`src/rtl/raman_pkg.sv`:
```
// Shared constants, state encoding and word-formatting helpers for the
// Raman ratio streaming path.
package raman_pkg;

  // Width of one ratio sample produced by the divider pool
  localparam int SAMPLE_W    = 12;
  // Width of one word on the host stream
  localparam int WORD_W      = 16;
  // Width of the rolling frame counter carried in the header
  localparam int FRAME_CNT_W = 12;
  // Header tag occupies whatever the frame counter leaves free
  localparam int TAG_W       = WORD_W - FRAME_CNT_W;

  // Default upper nibble of the header word
  localparam logic [TAG_W-1:0] DEF_HDR_TAG = 4'hA;

  // Streamer states; ST_CSUM is only reachable when the checksum is built in
  typedef enum logic [1:0] {
    ST_IDLE,
    ST_HDR,
    ST_DATA,
    ST_CSUM
  } state_t;

  // Zero-extend a ratio sample into a stream word
  function automatic logic [WORD_W-1:0] sample_word(input logic [SAMPLE_W-1:0] s);
    return {{(WORD_W - SAMPLE_W){1'b0}}, s};
  endfunction

  // Build the frame header from its tag and the rolling frame count
  function automatic logic [WORD_W-1:0] header_word(input logic [TAG_W-1:0]       tag,
                                                    input logic [FRAME_CNT_W-1:0] cnt);
    return {tag, cnt};
  endfunction

endpackage

```
`src/rtl/stream_checksum.sv`:
```
// Running modulo-2^16 sum of the DATA words of one frame. The sum output
// already includes the word being accepted this cycle, so the streamer can
// register the final checksum on the same edge that accepts the last sample.
module stream_checksum
  import raman_pkg::*;
(
  input  logic              clk,
  input  logic              rst_n,
  input  logic              clear,
  input  logic              add_en,
  input  logic [WORD_W-1:0] add_data,
  output logic [WORD_W-1:0] sum
);

  logic [WORD_W-1:0] acc_q;

  // Look-ahead sum: accumulator plus the word accepted in this cycle
  assign sum = add_en ? (acc_q + add_data) : acc_q;

  // Accumulator register, cleared at the start of every frame
  always_ff @(posedge clk or negedge rst_n) begin
    if (!rst_n) begin
      acc_q <= '0;
    end else if (clear) begin
      acc_q <= '0;
    end else begin
      acc_q <= sum;
    end
  end

endmodule

```
`src/rtl/ratio_stream_out.sv`:
```
// Consumer-side reader of the Stokes/anti-Stokes ratio pool. On the falling
// edge of div_en it snapshots the packed ratio vector and streams it as a
// framed sequence of 16-bit words (header, samples, optional checksum) over
// a valid/ready interface, so the pool may overwrite its store while a slow
// host drains the previous frame.
//
// Build option: define RATIO_STREAM_CHECKSUM_EN to append a checksum word
// (modulo-2^16 sum of the sample words) after the last sample.
module ratio_stream_out
  import raman_pkg::*;
#(
  parameter int               POINTS  = 16,
  parameter logic [TAG_W-1:0] HDR_TAG = DEF_HDR_TAG
) (
  input  logic                       clk,
  input  logic                       rst_n,
  input  logic [SAMPLE_W*POINTS-1:0] store,
  input  logic                       div_en,
  output logic [WORD_W-1:0]          out_data,
  output logic                       out_valid,
  input  logic                       out_ready,
  output logic                       out_last,
  output logic                       busy,
  output logic                       overrun,
  output logic [7:0]                 drop_cnt
);

  // Index width kept at least one bit so POINTS == 1 still elaborates
  localparam int              IDX_W    = (POINTS > 1) ? $clog2(POINTS) : 1;
  localparam logic [IDX_W-1:0] IDX_LAST = IDX_W'(POINTS - 1);

  state_t                     state_q;
  state_t                     state_d;
  logic [IDX_W-1:0]           idx_q;
  logic [IDX_W-1:0]           idx_d;
  logic                       div_en_q;
  logic                       trigger;
  logic                       start;
  logic                       drop;
  logic                       hs;
  logic                       frame_done;
  logic [FRAME_CNT_W-1:0]     frame_cnt;
  logic [SAMPLE_W*POINTS-1:0] snapshot;
  logic [SAMPLE_W-1:0]        points [POINTS];
  logic [WORD_W-1:0]          out_data_d;
  logic                       out_valid_d;
  logic                       out_last_d;

  // ---------------------------------------------------------------------
  // Trigger detection and frame accept/drop decision
  // ---------------------------------------------------------------------

  // Delay div_en by one cycle to find the end of a division pass
  // NOTE: sequential state is always assigned with <= so every flop samples
  // the pre-edge values of its inputs regardless of block ordering.
  always_ff @(posedge clk or negedge rst_n) begin
    if (!rst_n) begin
      div_en_q <= 1'b0;
    end else begin
      div_en_q <= div_en;
    end
  end

  assign trigger    = div_en_q & ~div_en;
  // A frame is only accepted from IDLE; in the cycle that accepts the last
  // word the streamer is still busy, so a coinciding trigger is dropped.
  assign start      = trigger & (state_q == ST_IDLE);
  assign drop       = trigger & (state_q != ST_IDLE);
  assign hs         = out_valid & out_ready;
  assign frame_done = hs & out_last;

  // ---------------------------------------------------------------------
  // Snapshot register and sample mux
  // ---------------------------------------------------------------------

  // Capture the pool's store when a new frame is accepted
  // NOTE: the snapshot is a pure data store with no reset; it is only read
  // in DATA, which cannot be reached without first loading it.
  always_ff @(posedge clk) begin
    if (start) begin
      snapshot <= store;
    end
  end

  // Point 0 sits in the most significant slice of the packed vector
  for (genvar k = 0; k < POINTS; k++) begin : g_unpack
    assign points[k] = snapshot[SAMPLE_W*(POINTS-k)-1 -: SAMPLE_W];
  end

  // ---------------------------------------------------------------------
  // Optional checksum accumulator
  // ---------------------------------------------------------------------
`ifdef RATIO_STREAM_CHECKSUM_EN
  logic [WORD_W-1:0] csum;

  stream_checksum u_csum (
    .clk      (clk),
    .rst_n    (rst_n),
    .clear    (start),
    .add_en   (hs && (state_q == ST_DATA)),
    .add_data (out_data),
    .sum      (csum)
  );
`endif

  // ---------------------------------------------------------------------
  // Frame FSM
  // ---------------------------------------------------------------------

  // State and sample index register
  always_ff @(posedge clk or negedge rst_n) begin
    if (!rst_n) begin
      state_q <= ST_IDLE;
      idx_q   <= '0;
    end else begin
      state_q <= state_d;
      idx_q   <= idx_d;
    end
  end

  // Next-state logic: every state except IDLE advances only on handshake
  // NOTE: each combinational output gets a default before the case so no
  // path leaves it unassigned and no latch is inferred.
  always_comb begin
    state_d = state_q;
    idx_d   = idx_q;
    case (state_q)
      ST_IDLE: begin
        if (start) begin
          state_d = ST_HDR;
          idx_d   = '0;
        end
      end
      ST_HDR: begin
        if (hs) begin
          state_d = ST_DATA;
          idx_d   = '0;
        end
      end
      ST_DATA: begin
        if (hs) begin
          if (idx_q == IDX_LAST) begin
`ifdef RATIO_STREAM_CHECKSUM_EN
            state_d = ST_CSUM;
`else
            state_d = ST_IDLE;
`endif
          end else begin
            idx_d = idx_q + 1'b1;
          end
        end
      end
`ifdef RATIO_STREAM_CHECKSUM_EN
      ST_CSUM: begin
        if (hs) begin
          state_d = ST_IDLE;
        end
      end
`endif
      default: begin
        state_d = ST_IDLE;
      end
    endcase
  end

  // Output logic: next-cycle word derived from the state being entered, so
  // the stream outputs can be registered without adding latency. While a
  // word is stalled, state and index hold, and so does the recomputed word.
  always_comb begin
    out_valid_d = (state_d != ST_IDLE);
    out_last_d  = 1'b0;
    out_data_d  = '0;
    case (state_d)
      ST_HDR: begin
        out_data_d = header_word(HDR_TAG, frame_cnt);
      end
      ST_DATA: begin
        out_data_d = sample_word(points[idx_d]);
`ifndef RATIO_STREAM_CHECKSUM_EN
        out_last_d = (idx_d == IDX_LAST);
`endif
      end
`ifdef RATIO_STREAM_CHECKSUM_EN
      ST_CSUM: begin
        out_data_d = csum;
        out_last_d = 1'b1;
      end
`endif
      default: begin
        out_data_d = '0;
      end
    endcase
  end

  // Registered stream outputs
  always_ff @(posedge clk or negedge rst_n) begin
    if (!rst_n) begin
      out_data  <= '0;
      out_valid <= 1'b0;
      out_last  <= 1'b0;
      busy      <= 1'b0;
    end else begin
      out_data  <= out_data_d;
      out_valid <= out_valid_d;
      out_last  <= out_last_d;
      busy      <= (state_d != ST_IDLE);
    end
  end

  // ---------------------------------------------------------------------
  // Frame bookkeeping
  // ---------------------------------------------------------------------

  // Rolling frame counter, advanced when the last word of a frame is taken
  always_ff @(posedge clk or negedge rst_n) begin
    if (!rst_n) begin
      frame_cnt <= '0;
    end else if (frame_done) begin
      frame_cnt <= frame_cnt + 1'b1;
    end
  end

  // Sticky overrun flag and saturating count of dropped frames
  always_ff @(posedge clk or negedge rst_n) begin
    if (!rst_n) begin
      overrun  <= 1'b0;
      drop_cnt <= '0;
    end else if (drop) begin
      overrun <= 1'b1;
      if (drop_cnt != 8'hFF) begin
        drop_cnt <= drop_cnt + 1'b1;
      end
    end
  end

endmodule

```
`config.mk`:
```
export PLATFORM = sky130hd
export DESIGN_NAME = ratio_stream_out
export DESIGN_NICKNAME = d
export VERILOG_FILES = /design/src/rtl/raman_pkg.sv /design/src/rtl/stream_checksum.sv /design/src/rtl/ratio_stream_out.sv
export SDC_FILE = /design/constraint.sdc
export NUM_CORES = 1
export LEC_CHECK = 0
export CAP_MARGIN = 20
export CORE_MARGIN = 2
export CORE_UTILIZATION = 30
export CTS_CLUSTER_DIAMETER = 30
export DETAILED_ROUTE_END_ITERATION = 7
export PLACE_DENSITY_LB_ADDON = 0.25
export SETUP_SLACK_MARGIN = 0.15
export SYNTH_ARGS = -nofsm -noshare
export SYNTH_HDL_FRONTEND = slang
export SYNTH_HIERARCHICAL = 1
export SYNTH_SLANG_ARGS = --single-unit
```
`constraint.sdc`:
```
create_clock -name clk -period 18.2 [get_ports clk]
set_input_delay 1.82 -clock clk [delete_from_list [all_inputs] [get_ports clk]]
set_output_delay 1.82 -clock clk [all_outputs]
set_load 0.03 [all_outputs]
```
==> flow_summary_export.csv, run 1 <==
group,metric,value,unit
grt,overflow,0,
synth,ys_ff_latch,235,
detailed_routing,routed-via-count,5978,
job,maxCapViolCount,0,
synth,synthSimpleGateAreaFrac,5.98,%
detailed_routing,wl_per_cell,19.6,um
die,die_y,181,um
cells_and_area,final_common_cell,"clkdlybuf4s50_1",
die,fp.dieW,181,um
sta,setup_viol,0,
synth,muxShareOfSynthArea,9.53,%
cells_and_area,most-common-layout-cells,"clkdlybuf4s50_1, edfxtp_1, mux2i_1, nand2_1, clkbuf_16",
clock_tree,clock_sinks,235,
synth,syn_area_per_cell,16.2,um^2
placement,place_area,12000,um^2
grt,antenna_found_initial,0,
sta,max-slew-margin-rel,20.3,%
die,placementRows,64,
detailed_routing,detail_route.wirelength,24900,um
placement,numPortBuffers,221,
grt,gr-usage-met3,3.81,%
hold_path,hp-class,"register to register",
sta,period_needed,4.98,ns
critical_path,path_max_fanout,193,
synth,synth_area_leaders,"edfxtp_1, dfrtp_1, mux2i_1, nand2_1, o221ai_1",
critical_path,reg2reg_depth,9,
synth,ys_seq_area_share,72.8,%
power_and_ir_drop,p_per_area,141,nW/um^2
critical_path,setup.worst_path.start_class,"input port",
placement,placed_cells,1172,
synth,synth_xor_area_share,1.68,%
sta,fmax,201,MHz
hold_path,hold_path_depth,1,
placement,dp_hpwl,17400,um
grt,grt_use_total,15.1,%
synth,synth_top_family_by_area,"multiplexers",
cells_and_area,drive_gt1_share,12.7,%
grt,grt_max_degree,194,
critical_path,cp.required,18.63,ns
detailed_routing,dr.pass1.iters,5,
die,start_util,30.6,%
grt,busiest_layer,"met2",
sta,finalSetupTns,0,ns
detailed_routing,drt-initial-drc-count,458,
detailed_routing,ant_nets,0,
clock_tree,cts_tree,"yes",
synth,synth_adder_area_share,0.932,%
clock_tree,ctsHoldBuffers,0,
cells_and_area,nFillCells,2740,
synth,synth_edf_count,192,
clock_tree,clock_latency,0.55,ns
synth,yosys_warnings,6,
synth,async_reset_ff_share,18.3,%
synth,syn_inst,580,
clock_tree,cts_resized,0,
clock_tree,max-clock-path-buffers,3,
synth,synth_top_area_share,61.3,%
die,coreArea,30700,um^2
grt,gr-usage-met2,25.2,%
clock_tree,ctsRootBufferMaster,"clkbuf_16",
sta,skew,0.0264,ns
run_status,status,"finished clean",
detailed_routing,avgViaCountPerCell,4.70,
cells_and_area,num-nets-final,1035,
synth,synth_compound_area_share,6.77,%
cells_and_area,final_cells,1272,
cells_and_area,n_antenna_cell,0,
critical_path,cp.arrival,5.41,ns
sta,rsz0062_at_grt,"no",
sta,slew_viol_final,0,
power_and_ir_drop,vdd_drop_max,0.0687,mV
synth,synth_top_cell_by_area,"edfxtp_1",
placement,gp_congestion,0.851,
clock_tree,cts_setup_buffers,0,
sta,finalHoldViolCount,0,
synth,synthDistinctLibCells,56,
synth,syn_area,9400,um^2
die,die_area,32800,um^2
grt,grt_use_met1,19.5,%
die,ios,224,
power_and_ir_drop,p_leak,4.85,nW
critical_path,end_kind,"register",
synth,synth-main-ff-cell,"edfxtp_1",
clock_tree,cts.clk_slew.worst_paths,0.05,ns
clock_tree,cts-htree-levels,2,
cells_and_area,design_area,13800,um^2
sta,tightest_slew,1.20,ns
cells_and_area,syn2layout_area_growth,46.9,%
sta,period_share,27.4,%
clock_tree,numCtsBuffers,53,
grt,grt_pass1_vias,6282,
detailed_routing,drc,0,
power_and_ir_drop,total_power,1.95,mW
critical_path,setup.worst_path.class,"input port to register",
grt,grt_pass1_wl,37100,um
per-layer routing:
| metal | share of wire, % | routed length [um] |
|---|---|---|
| met4 | 2.0 | 500 |
| met2 | 49 | 12200 |
| met5 | 0 | 0 |
| met1 | 42 | 10600 |
| met3 | 6.7 | 1670 |
sequential cells by signal, indices dropped and copies added (netlist names):
register and flops:
points 192, out_data 13, frame_cnt 12, drop_cnt 8, idx_q 4, state_q 2
busy 1, div_en_q 1, out_last 1, overrun 1
synthesized netlist by cell type (8+ instances only):
cell and n:
edfxtp_1 192, mux2i_1 85, nand3_1 9, clkbuf_1 9, a31o_1 9, buf_4 11
dfrtp_1 43, o221ai_1 22, xnor2_1 12, a32oi_1 9, a32o_1 9, and3_1 8
nor2_1 9, nand2_1 66
path summary, 6_finish.rpt:
path | end | slack (ns) | start
worst min register to register | overrun | 0.47 | overrun
max in group asynchronous | out_data[10] | 16.41 | rst_n
min in group asynchronous | div_en_q | 1.25 | rst_n
worst min-delay path | overrun | 0.47 | overrun
worst max register to register | out_data[7] | 14.51 | state_q[1]
worst max-delay path | out_data[6] | 13.22 | div_en
cell families (layout without fill, tap and decap cells):
family                   Yosys count  count (layout)
AO/OA/AOI/OAI                     74              74
adder cells (fa/ha/maj)            7               7
multiplexers                      89              89
XOR/XNOR                          18              18
AND/OR/NAND/NOR                  118             118
buffers and inverters             38             333
flip-flops                       235             235
other                              1               2
per-stage QoR:
stage               util, %  worst slack (ns)  hold slack (ns)
finish                 44.9             13.22            0.473
global route           44.9             12.91            0.477
CTS                    44.8             13.10            0.473
detailed placement     38.9             12.53            0.463
global placement       38.9             12.73            0.459
floorplan                 -              4.11            0.442
worst max-delay path, stage by stage:
cell             delay, ns
clkdlybuf4s50_1       0.55
nor4b_4               0.07
buf_12                0.24
a211oi_2              0.39
a21oi_4               0.14
inv_2                 0.61
nand2_1               0.52
nor2_2                0.56
a32oi_1               0.14
a32o_1                0.30
power by group:
part | switching [mW] | internal (mW)
Combinational | 0.176 | 0.132
Sequential | 0.0325 | 0.664
Clock | 0.311 | 0.632
area by class of cell:
class	count	area, um^2	area share (%)
Multi-Input combinational cell	308	2360	17.1
Tap cell	396	495	3.59
Inverter	9	36.3	0.263
Timing Repair Buffer	225	2260	16.4
Sequential cell	235	6840	49.6
Clock buffer	59	1370	9.92
Clock inverter	40	445	3.23
No activity file was read; power rests on OpenSTA's default activity.
==> run 2, diff against run 1 <==
clock period = 5.2 ns   (was 18.2 ns; I/O delays follow)
==> flow_summary_export.csv, run 2 (synthesized netlist as in run 1, its figures left out) <==
group,metric,value,unit
cells_and_area,final_cells,1277,
sta,period_needed,3.60,ns
detailed_routing,detail_route.wirelength,24700,um
power_and_ir_drop,p_per_area,498,nW/um^2
critical_path,setup.worst_path.class,"register to register",
sta,timing.hold.ws,0.476,ns
power_and_ir_drop,clkPwrFrac,49.3,%
sta,tightest_slew,1.23,ns
cells_and_area,final_common_cell,"clkdlybuf4s50_1",
cells_and_area,num-nets-final,1037,
sta,rsz0062_at_grt,"no",
placement,dp_hpwl,17000,um
clock_tree,cts_resized,0,
critical_path,reg2reg_to,"out_data[0]",
clock_tree,clock_latency,0.55,ns
critical_path,endpoint,"out_data[0]",
die,die_y,181,um
detailed_routing,drt-initial-drc-count,408,
clock_tree,max-clock-path-buffers,3,
power_and_ir_drop,power_frac_comb,15.4,%
die,ios,224,
critical_path,startpoint,"idx_q[0]",
cells_and_area,largest_register_ffs,192,
cells_and_area,most-common-layout-cells,"clkdlybuf4s50_1, edfxtp_1, mux2i_1, nand2_1, clkbuf_16",
grt,grt_pass1_wl,36500,um
critical_path,path_max_fanout,29,
sta,skew,0.0175,ns
cells_and_area,fin_util,45.1,%
run_status,status,"finished clean",
clock_tree,ctsHoldBuffers,0,
die,coreArea,30700,um^2
clock_tree,cts-htree-levels,2,
power_and_ir_drop,total_power,6.91,mW
detailed_routing,dr.pass1.iters,5,
critical_path,reg2reg_depth,9,
grt,overflow,0,
power_and_ir_drop,p_leak,4.90,nW
placement,numPortBuffers,221,
detailed_routing,avgViaCountPerCell,4.65,
critical_path,reg2reg_slack,1.60,ns
grt,antenna_found_initial,5,
die,placementRows,64,
grt,grt_max_degree,193,
clock_tree,clock_sinks,235,
critical_path,cp.arrival,4.02,ns
hold_path,hp-class,"input port to async pin",
clock_tree,cts_setup_buffers,0,
clock_tree,numCtsBuffers,53,
sta,setup_viol,0,
critical_path,cp.required,5.62,ns
sta,period_share,69.3,%
detailed_routing,routed-via-count,5932,
clock_tree,cts_tree,"yes",
cells_and_area,syn2layout_area_growth,47.6,%
critical_path,end_kind,"register",
die,die_area,32800,um^2
power_and_ir_drop,swShare,25.3,%
clock_tree,ctsRootBufferMaster,"clkbuf_16",
placement,placed_cells,1173,
cells_and_area,nFillCells,2796,
detailed_routing,ant_nets,0,
sta,max-slew-margin-rel,18.2,%
detailed_routing,drc,0,
power_and_ir_drop,p_sw,1.75,mW
detailed_routing,wl_per_cell,19.4,um
grt,grt_use_total,14.8,%
critical_path,setup.worst_path.start_class,"register",
sta,slew_viol_final,0,
job,maxCapViolCount,0,
die,fp.dieW,181,um
clock_tree,cts.clk_slew.worst_paths,0.04,ns
cells_and_area,multi_input_area,2360,um^2
power_and_ir_drop,p_int,5.17,mW
sta,fmax,277,MHz
critical_path,timing.rr.start,"idx_q[0]",
sta,finalHoldViolCount,0,
placement,gp_congestion,0.784,
die,start_util,30.6,%
power_and_ir_drop,pwr-share-seq,35.3,%
power_and_ir_drop,vdd_drop_max,0.261,mV
cells_and_area,ff_latch_area,6840,um^2
cells_and_area,drive_gt1_share,12.0,%
grt,grt_pass1_vias,6392,
-- run 2: worst min path at each step --
stage	start	endpoint	slack [ns]	cells after the start
CTS	rst_n	drop_cnt[0]	0.20	1
finish	rst_n	idx_q[3]	0.48	2
floorplan	rst_n	busy	0.22	0
detailed placement	overrun	overrun	0.47	1
global placement	overrun	overrun	0.46	1
global route	overrun	overrun	0.50	1
-- run 2: area by class of cell --
cell class              count  share of cell area [%]
clock inverters            40                    3.46
repair buffers            227                    16.4
multi-input cells         308                    17.0
flip-flops and latches    235                    49.3
clock buffers              59                    9.88
well taps                 396                    3.57
inverters                   9                   0.262
diodes                      3                  0.0541
-- run 2: through the flow --
step                setup TNS [ns]  setup WS [ns]  cell area (um^2)
floorplan                  -410.53          -2.87              9430
detailed placement               0           1.11             12000
global route                     0           1.28             13900
global placement                 0           1.22             12000
finish                           0           1.60             13900
CTS                              0           1.54             13800
-- run 2: worst max-delay path: stages, from the launching register on --
cell      delay (ns)
dfrtp_1         0.47
ha_1            0.27
nand3_1         0.16
a211oi_2        0.27
a21oi_4         0.14
inv_2           0.61
nand2_1         0.54
nor2_2          0.57
a32oi_1         0.14
a32o_1          0.30
-- run 2: layer usage --
metal	vias to the layer above	track usage, %	routed length [um]
met5	-	0	30
met3	52	3.95	1740
met4	4	6.57	676
li1	2794	-	-
met2	249	24.5	12000
met1	2833	18.4	10300
-- run 2: power by group through the flow --
| stage | logic, mW | registers (mW) | clock network (mW) |
|---|---|---|---|
| finish | 1.07 | 2.44 | 3.41 |
| floorplan | 0.568 | 2.56 | 0 |
| global route | 1.16 | 2.46 | 3.57 |
| CTS | 1.09 | 2.44 | 3.46 |
| global placement | 1.08 | 2.48 | 0 |
| detailed placement | 1.09 | 2.47 | 0 |
